`src/rtl/gbe_tx_pkg.sv`:
```
// gbe_tx_pkg: shared types and constants for the 100GbE TX framer.
// Contents: framer state enum, lane/beat geometry, and the byte-enable
// helper that turns a count of valid 64-bit words into a 64-bit byte mask.
package gbe_tx_pkg;

    typedef enum logic [1:0] {
        IDLE = 2'd0,
        FILL = 2'd1,
        DROP = 2'd2
    } state_t;

    localparam int LANES      = 8;
    localparam int BEAT_BYTES = 64;

    // n words (0..8) -> n*8 contiguous ones in the LSBs; n >= 8 is a full beat.
    function automatic logic [BEAT_BYTES-1:0] be_of(input logic [3:0] n);
        if (n >= 4'd8) begin
            be_of = '1;
        end else begin
            be_of = (64'd1 << {n[2:0], 3'b000}) - 64'd1;
        end
    endfunction

endpackage

```
`src/rtl/gbe_tx_lane_packer.sv`:
```
// gbe_tx_lane_packer: accumulates 64-bit words into a 512-bit beat, lane 0 in the LSBs.
// Ports: word/word_vld in, clear drops the partial beat; beat is the accumulator
// merged with the word arriving this cycle, pending = words in it, beat_done = 8th word now.
module gbe_tx_lane_packer
    import gbe_tx_pkg::*;
(
    input  logic         user_clk,
    input  logic         axis_reset,
    input  logic         word_vld,
    input  logic [63:0]  word,
    input  logic         clear,
    output logic [511:0] beat,
    output logic [3:0]   pending,
    output logic         beat_done
);

    logic [511:0] acc;
    logic [2:0]   lane;

    // Lanes above the current one are always zero in acc, so the merged view
    // is already zero-filled for partial beats.
    always_comb begin
        beat = acc;
        if (word_vld) begin
            beat[{lane, 6'b000000} +: 64] = word;
        end
    end

    assign pending   = {1'b0, lane} + {3'b000, word_vld};
    assign beat_done = word_vld && (lane == 3'(LANES - 1));

    always_ff @(posedge user_clk or posedge axis_reset) begin
        if (axis_reset) begin
            acc  <= '0;
            lane <= '0;
        end else if (clear || beat_done) begin
            acc  <= '0;
            lane <= '0;
        end else if (word_vld) begin
            acc  <= beat;
            lane <= lane + 3'd1;
        end
    end

endmodule

```
`src/rtl/gbe_tx_framer.sv`:
```
// gbe_tx_framer: packs a 64-bit stream into 512-bit beats and frames fixed-length
// UDP packets for the 100GbE core TX interface; admission decided per packet from afull.
// Ports: en/din/din_valid/din_flush/dest_*_in in; gbe_tx_* out; pkt/drop/overflow counters, busy.
module gbe_tx_framer
    import gbe_tx_pkg::*;
#(
    parameter int PKT_BEATS = 128,
    parameter int CNT_W     = 32
) (
    input  logic             user_clk,
    input  logic             axis_reset,
    input  logic             en,
    input  logic [63:0]      din,
    input  logic             din_valid,
    input  logic             din_flush,
    input  logic [31:0]      dest_ip_in,
    input  logic [15:0]      dest_port_in,
    input  logic             gbe_tx_afull,
    input  logic             gbe_tx_overflow,
    output logic [511:0]     gbe_tx_data,
    output logic [3:0]       gbe_tx_valid,
    output logic [63:0]      gbe_tx_byte_enable,
    output logic             gbe_tx_end_of_frame,
    output logic [31:0]      gbe_tx_dest_ip,
    output logic [15:0]      gbe_tx_dest_port,
    output logic [CNT_W-1:0] pkt_count,
    output logic [CNT_W-1:0] drop_count,
    output logic [CNT_W-1:0] overflow_count,
    output logic             busy
);

    localparam logic [9:0]  BEAT_LAST = 10'(PKT_BEATS - 1);
    localparam logic [13:0] DROP_LAST = 14'(PKT_BEATS * LANES - 1);

    state_t state_q, state_d;

    logic [511:0] beat;
    logic [3:0]   pending;
    logic         beat_done;

    logic [9:0]   beat_cnt;
    logic [13:0]  drop_cnt;
    logic [31:0]  dest_ip_lat;
    logic [15:0]  dest_port_lat;

    // Hold-back register. held: a non-final beat waiting for proof that more data
    // follows. tail_pend: the closing partial beat of a flush that also had to
    // release a held beat, so it goes out one cycle later.
    logic [511:0] hold_dat;
    logic [63:0]  hold_be;
    logic         held;
    logic         tail_pend;

    logic         out_vld;

    logic start_ok, start_fill, start_drop, fill_act, word_acc;
    logic final_beat, pkt_end, drop_act, drop_word, drop_end;
    logic emit_vld, emit_eof, hold_load, tail_set;
    logic [511:0] emit_dat;
    logic [63:0]  emit_be, hold_load_be;

    // A new packet waits while a tail beat is still owed, so the tail and a
    // one-word packet can never compete for the same output cycle.
    assign start_ok   = (state_q == IDLE) && en && din_valid && !tail_pend;
    assign start_fill = start_ok && !gbe_tx_afull;
    assign start_drop = start_ok && gbe_tx_afull;
    assign fill_act   = (state_q == FILL) || start_fill;
    assign word_acc   = start_fill || ((state_q == FILL) && din_valid);
    assign final_beat = beat_done && (beat_cnt == BEAT_LAST);
    assign pkt_end    = fill_act && (din_flush || final_beat);
    assign drop_act   = (state_q == DROP) || start_drop;
    assign drop_word  = start_drop || ((state_q == DROP) && din_valid);
    assign drop_end   = drop_act && (din_flush || (drop_word && (drop_cnt == DROP_LAST)));

    gbe_tx_lane_packer u_packer (
        .user_clk   (user_clk),
        .axis_reset (axis_reset),
        .word_vld   (word_acc),
        .word       (din),
        .clear      (pkt_end),
        .beat       (beat),
        .pending    (pending),
        .beat_done  (beat_done)
    );

    always_ff @(posedge user_clk or posedge axis_reset) begin
        if (axis_reset) begin
            state_q <= IDLE;
        end else begin
            state_q <= state_d;
        end
    end

    always_comb begin
        state_d = state_q;
        case (state_q)
            IDLE: begin
                if (start_fill && !pkt_end) begin
                    state_d = FILL;
                end else if (start_drop && !drop_end) begin
                    state_d = DROP;
                end
            end
            FILL: if (pkt_end)  state_d = IDLE;
            DROP: if (drop_end) state_d = IDLE;
            default: state_d = IDLE;
        endcase
    end

    // Output-slot arbitration: at most one beat leaves per cycle.
    always_comb begin
        emit_vld     = 1'b0;
        emit_dat     = hold_dat;
        emit_be      = '1;
        emit_eof     = 1'b0;
        hold_load    = 1'b0;
        hold_load_be = '1;
        tail_set     = 1'b0;
        if (tail_pend) begin
            emit_vld = 1'b1;
            emit_be  = hold_be;
            emit_eof = 1'b1;
        end else if (fill_act) begin
            if (din_flush) begin
                emit_vld = 1'b1;
                if (held) begin
                    if (pending != 4'd0) begin
                        hold_load    = 1'b1;
                        hold_load_be = be_of(pending);
                        tail_set     = 1'b1;
                    end else begin
                        // Nothing pending: the held beat itself closes the packet.
                        emit_eof = 1'b1;
                    end
                end else begin
                    emit_dat = beat;
                    emit_be  = be_of(pending);
                    emit_eof = 1'b1;
                end
            end else if (final_beat) begin
                emit_vld = 1'b1;
                emit_dat = beat;
                emit_eof = 1'b1;
            end else if (beat_done) begin
                hold_load = 1'b1;
            end else if (word_acc && held) begin
                emit_vld = 1'b1;
            end
        end
    end

    always_ff @(posedge user_clk or posedge axis_reset) begin
        if (axis_reset) begin
            beat_cnt            <= '0;
            drop_cnt            <= '0;
            dest_ip_lat         <= '0;
            dest_port_lat       <= '0;
            hold_dat            <= '0;
            hold_be             <= '0;
            held                <= 1'b0;
            tail_pend           <= 1'b0;
            out_vld             <= 1'b0;
            gbe_tx_data         <= '0;
            gbe_tx_byte_enable  <= '0;
            gbe_tx_end_of_frame <= 1'b0;
            gbe_tx_dest_ip      <= '0;
            gbe_tx_dest_port    <= '0;
            pkt_count           <= '0;
            drop_count          <= '0;
            overflow_count      <= '0;
        end else begin
            if (start_fill) begin
                dest_ip_lat   <= dest_ip_in;
                dest_port_lat <= dest_port_in;
            end

            if (pkt_end) begin
                beat_cnt <= '0;
            end else if (beat_done) begin
                beat_cnt <= beat_cnt + 10'd1;
            end

            if (hold_load) begin
                hold_dat <= beat;
                hold_be  <= hold_load_be;
            end
            if (pkt_end) begin
                held <= 1'b0;
            end else if (beat_done) begin
                held <= 1'b1;
            end else if (word_acc && held) begin
                held <= 1'b0;
            end
            tail_pend <= tail_set;

            out_vld <= emit_vld;
            if (emit_vld) begin
                gbe_tx_data         <= emit_dat;
                gbe_tx_byte_enable  <= emit_be;
                gbe_tx_end_of_frame <= emit_eof;
                // A one-word packet leaves before the latch has taken the inputs.
                gbe_tx_dest_ip      <= start_fill ? dest_ip_in   : dest_ip_lat;
                gbe_tx_dest_port    <= start_fill ? dest_port_in : dest_port_lat;
            end

            if (drop_end) begin
                drop_cnt   <= '0;
                drop_count <= drop_count + CNT_W'(1);
            end else if (drop_word) begin
                drop_cnt <= drop_cnt + 14'd1;
            end

            if (pkt_end) begin
                pkt_count <= pkt_count + CNT_W'(1);
            end
            if (gbe_tx_overflow) begin
                overflow_count <= overflow_count + CNT_W'(1);
            end
        end
    end

    assign gbe_tx_valid = {4{out_vld}};
    assign busy         = (state_q != IDLE);

endmodule

```
`config.mk`:
```
export PLATFORM = sky130hd
export DESIGN_NAME = gbe_tx_framer
export DESIGN_NICKNAME = d
export VERILOG_FILES = /design/src/rtl/gbe_tx_pkg.sv /design/src/rtl/gbe_tx_lane_packer.sv /design/src/rtl/gbe_tx_framer.sv
export SDC_FILE = /design/constraint.sdc
export NUM_CORES = 2
export LEC_CHECK = 0
export ABC_AREA = 1
export BUFFER_PORTS_ARGS = -buffer_cell sky130_fd_sc_hd__buf_4
export CAP_MARGIN = 10
export CORE_MARGIN = 1
export CORE_UTILIZATION = 52
export CTS_BUF_LIST = sky130_fd_sc_hd__clkbuf_4 sky130_fd_sc_hd__clkbuf_8 sky130_fd_sc_hd__clkbuf_16
export DETAILED_ROUTE_END_ITERATION = 10
export PLACE_DENSITY = 0.71
export SYNTH_ARGS = -nofsm -noshare
export SYNTH_HDL_FRONTEND = slang
export SYNTH_SLANG_ARGS = --single-unit
```
`constraint.sdc`:
```
create_clock -name user_clk -period 103.8 [get_ports user_clk]
set_input_delay 0 -clock user_clk [delete_from_list [all_inputs] [get_ports user_clk]]
set_output_delay 0 -clock user_clk [all_outputs]
set_load 0.01 [all_outputs]
```
==> flow_summary.json <==
{
  "status": "complete, but fails checks",
  "violations": "slew limit",
  "cts_root_buf": "clkbuf_16",
  "gp_congestion": 0.928,
  "rsz0062_at_grt": "no",
  "vdd_drop_max_uv": 20.6,
  "area_growth_syn_to_layout_pct": 16.8,
  "critical_path_required_ns": 104.47,
  "track_usage": 0.374,
  "grt_pass1_wl_mm": 483,
  "hp-class": "in2reg",
  "synthCells": 12200,
  "core-area_um2": 168000,
  "skew_ns": 0.0392,
  "yosys.area.top_type": "dfrtp_1",
  "dpl_cell_area_um2": 94600,
  "layout_setup_ws_ns": 96.45,
  "clkLatencyLatePin_ns": 0.86,
  "total_power_mw": 2.33,
  "drc": 0,
  "yosysWarnings": 0,
  "final_max_slew_viol_count": 86,
  "whs_ns": 0.0443,
  "vias_per_cell": 5.45,
  "dp_hpwl_mm": 202,
  "dp_cells": 14600,
  "finalNonFillerCells": 15100,
  "min_period_ns": 7.35,
  "post-cts-setup-buffer-count": 0,
  "pre_cts_ws_ns": 96.47,
  "setup_violations": 0,
  "antenna_found_initial": 34,
  "p_leak_nw": 53.0,
  "drive_gt1_frac": 0.107,
  "dieArea_um2": 171000,
  "ys_seq_area_frac": 0.508,
  "dieHeight_um": 414,
  "initial_utilization": 0.526,
  "syn_area_um2": 88200,
  "htreeDepth": 4,
  "hold_viol": 0,
  "powerDensity_nw_per_um2": 22.6,
  "endpoint_kind": "flop",
  "synth_fp_nets": 12400,
  "worstPathArrival_ns": 8.02,
  "rows": 150,
  "wl_mm": 323,
  "synth_top_area_share": 0.508,
  "synth-seq-cells": 1791,
  "gr-total-overflow": 0,
  "grt_pass1_vias": 77400,
  "hp-start": "dest_ip_in[5]",
  "die_x_um": 414,
  "grt_max_degree": 220,
  "cts_tree": "built",
  "worst_pin_slew_ns": 1.64,
  "finish.utilization": 0.614,
  "clockBufferDepth": 3,
  "io-pin-count": 845,
  "place.port_buffers": 844,
  "nFillCells": 14900,
  "yosysUniqueCellTypes": 33,
  "path_max_fanout": 156,
  "maxCapViolCount": 0,
  "final_antenna_net_count": 0,
  "fin_tns_setup_ns": 0,
  "path_clk_slew_ns": 0.06,
  "cts_sinks": 1791,
  "drt_pass1_iterations": 6,
  "critPathLaunchType": "flop",
  "wl_per_cell_um": 21.4,
  "fin_nets": 12900,
  "synth.area.top_cells": "dfrtp_1 (51%), nand2_1 (25%), inv_1 (5.1%)",
  "cts_buffers": 191,
  "r2r-start": "tail_pend$_DFF_PP0_",
  "crit_type": "reg2reg",
  "vias": 82500,
  "fmax_mhz": 136,
  "worstSetupStartpoint": "tail_pend$_DFF_PP0_",
  "synth_area_per_cell_um2": 7.20,
  "slew_headroom": -0.0941,
  "fin_area_um2": 103000,
  "fin_crit_sh": 0.0708,
  "drtIter0Drc": 9605
}
## layout make-up
| class | count | area (µm²) | area share |
|---|---|---|---|
| Clock buffer | 279 | 5870 | 0.0570 |
| Sequential cell | 1791 | 44800 | 0.435 |
| Tap cell | 2204 | 2760 | 0.0268 |
| Antenna cell | 20 | 50.0 | 0.000486 |
| Inverter | 1222 | 4620 | 0.0449 |
| Multi-Input combinational cell | 8447 | 35200 | 0.342 |
| Timing Repair Buffer | 1105 | 8850 | 0.0859 |
| Clock inverter | 73 | 851 | 0.00826 |
## layer usage
metal  vias to the layer above  GRT usage  share of wire
met5                         -    0.00735         0.0014
met4                        48      0.244          0.070
met3                       813      0.109           0.11
met2                      4102      0.542           0.43
met1                     39300      0.487           0.39
li1                      38200          -              -
## state kept, by name (all words and copies together) (netlist names), 3 cells and up
| name | cells |
|---|---|
| beat_cnt | 10 |
| dest_ip_lat | 32 |
| dest_port_lat | 16 |
| drop_cnt | 14 |
| drop_count | 32 |
| gbe_tx_byte_enable | 15 |
| gbe_tx_data | 512 |
| gbe_tx_dest_ip | 32 |
| gbe_tx_dest_port | 16 |
| hold_be | 15 |
| hold_dat | 512 |
| overflow_count | 32 |
| pkt_count | 32 |
| u_packer.acc | 512 |
| u_packer.lane | 3 |
## worst max-delay path, cell delays in order, from the launching register on
cell	delay, ns
dfrtp_1	0.61
nor2_2	0.24
nand3_2	0.15
nand2_8	0.50
buf_4	0.58
nand3_1	0.13
nand2_1	0.17
nand2_1	0.07
buf_4	0.26
nand2_4	0.74
buf_4	0.83
buf_12	0.65
buf_4	0.88
buf_4	0.96
nor2_1	0.10
## repair_timing
action | in CTS | in global routing
resized for setup | 0 | 0
hold buffers | 167 | 0
hold endpoints to repair | 988 | 0
## where the power goes
| group | switching, mW | internal [mW] |
|---|---|---|
| Clock | 0.300 | 0.427 |
| Combinational | 0.428 | 0.236 |
| Sequential | 0.0951 | 0.843 |
| Total | 0.823 | 1.51 |
## logic make-up (layout without fill, tap and decap cells)
kind of cell | after synthesis | count (layout) | share of synthesized area
adders and majority gates | 11 | 11 | 0.00156
AOI/OAI and AO/OA | 1104 | 1104 | 0.0629
xor gates and xnor gates | 91 | 91 | 0.00904
buffers and inverters | 2008 | 2679 | 0.0941
DFF | 1791 | 1791 | 0.508
muxes | 48 | 48 | 0.00613
and+or+nand+nor | 7193 | 7193 | 0.318
other | 0 | 20 | 0
## cell usage after synthesis, drive strengths merged
| library cell | count |
|---|---|
| mux2 | 48 |
| dfrtp | 1791 |
| xor2 | 64 |
| nand3b | 9 |
| o31ai | 1 |
| ha | 11 |
| nand4 | 77 |
| nor2 | 662 |
| or2 | 2 |
| a31oi | 1 |
| a21boi | 1 |
| inv | 1220 |
| clkinv | 2 |
| nor3b | 2 |
| nor4 | 1 |
| xnor2 | 27 |
| clkbuf | 373 |
| nor3 | 50 |
| nand3 | 567 |
| a21oi | 25 |
| o21ai | 1076 |
| buf | 413 |
| nand2 | 5823 |
## final timing paths
check,slack (ns),endpoint,depth (start not counted)
min in group asynchronous,0.45,dest_port_lat[15]$_DFF_PP0_,4
hold / removal,0.04,dest_ip_lat[5]$_DFF_PP0_,3
setup reg to reg,96.45,u_packer.acc[187]$_DFFE_PP0P_,14
setup / recovery,96.45,u_packer.acc[187]$_DFFE_PP0P_,14
hold reg to reg,0.47,hold_be[40]$_DFFE_PP0P_,2
max in group asynchronous,98.41,gbe_tx_data[104]$_DFFE_PP0P_,9
## placed cells by master (no fill, tap or decap), drive strengths merged, types with 2 or more instances in the layout
cell type | Yosys | final
or2 | 2 | 2
nand2 | 5823 | 5823
inv | 1220 | 1226
dlygate4sd3 | 0 | 167
nor3b | 2 | 2
clkbuf | 373 | 279
xnor2 | 27 | 27
diode | 0 | 20
a21oi | 25 | 25
o21ai | 1076 | 1076
buf | 413 | 938
bufinv | 0 | 14
xor2 | 64 | 64
ha | 11 | 11
nand3 | 567 | 567
nor2 | 662 | 662
clkinv | 2 | 48
clkinvlp | 0 | 7
nand4 | 77 | 77
nand3b | 9 | 9
mux2 | 48 | 48
dfrtp | 1791 | 1791
nor3 | 50 | 50
Power figures use the tool's default switching activity.
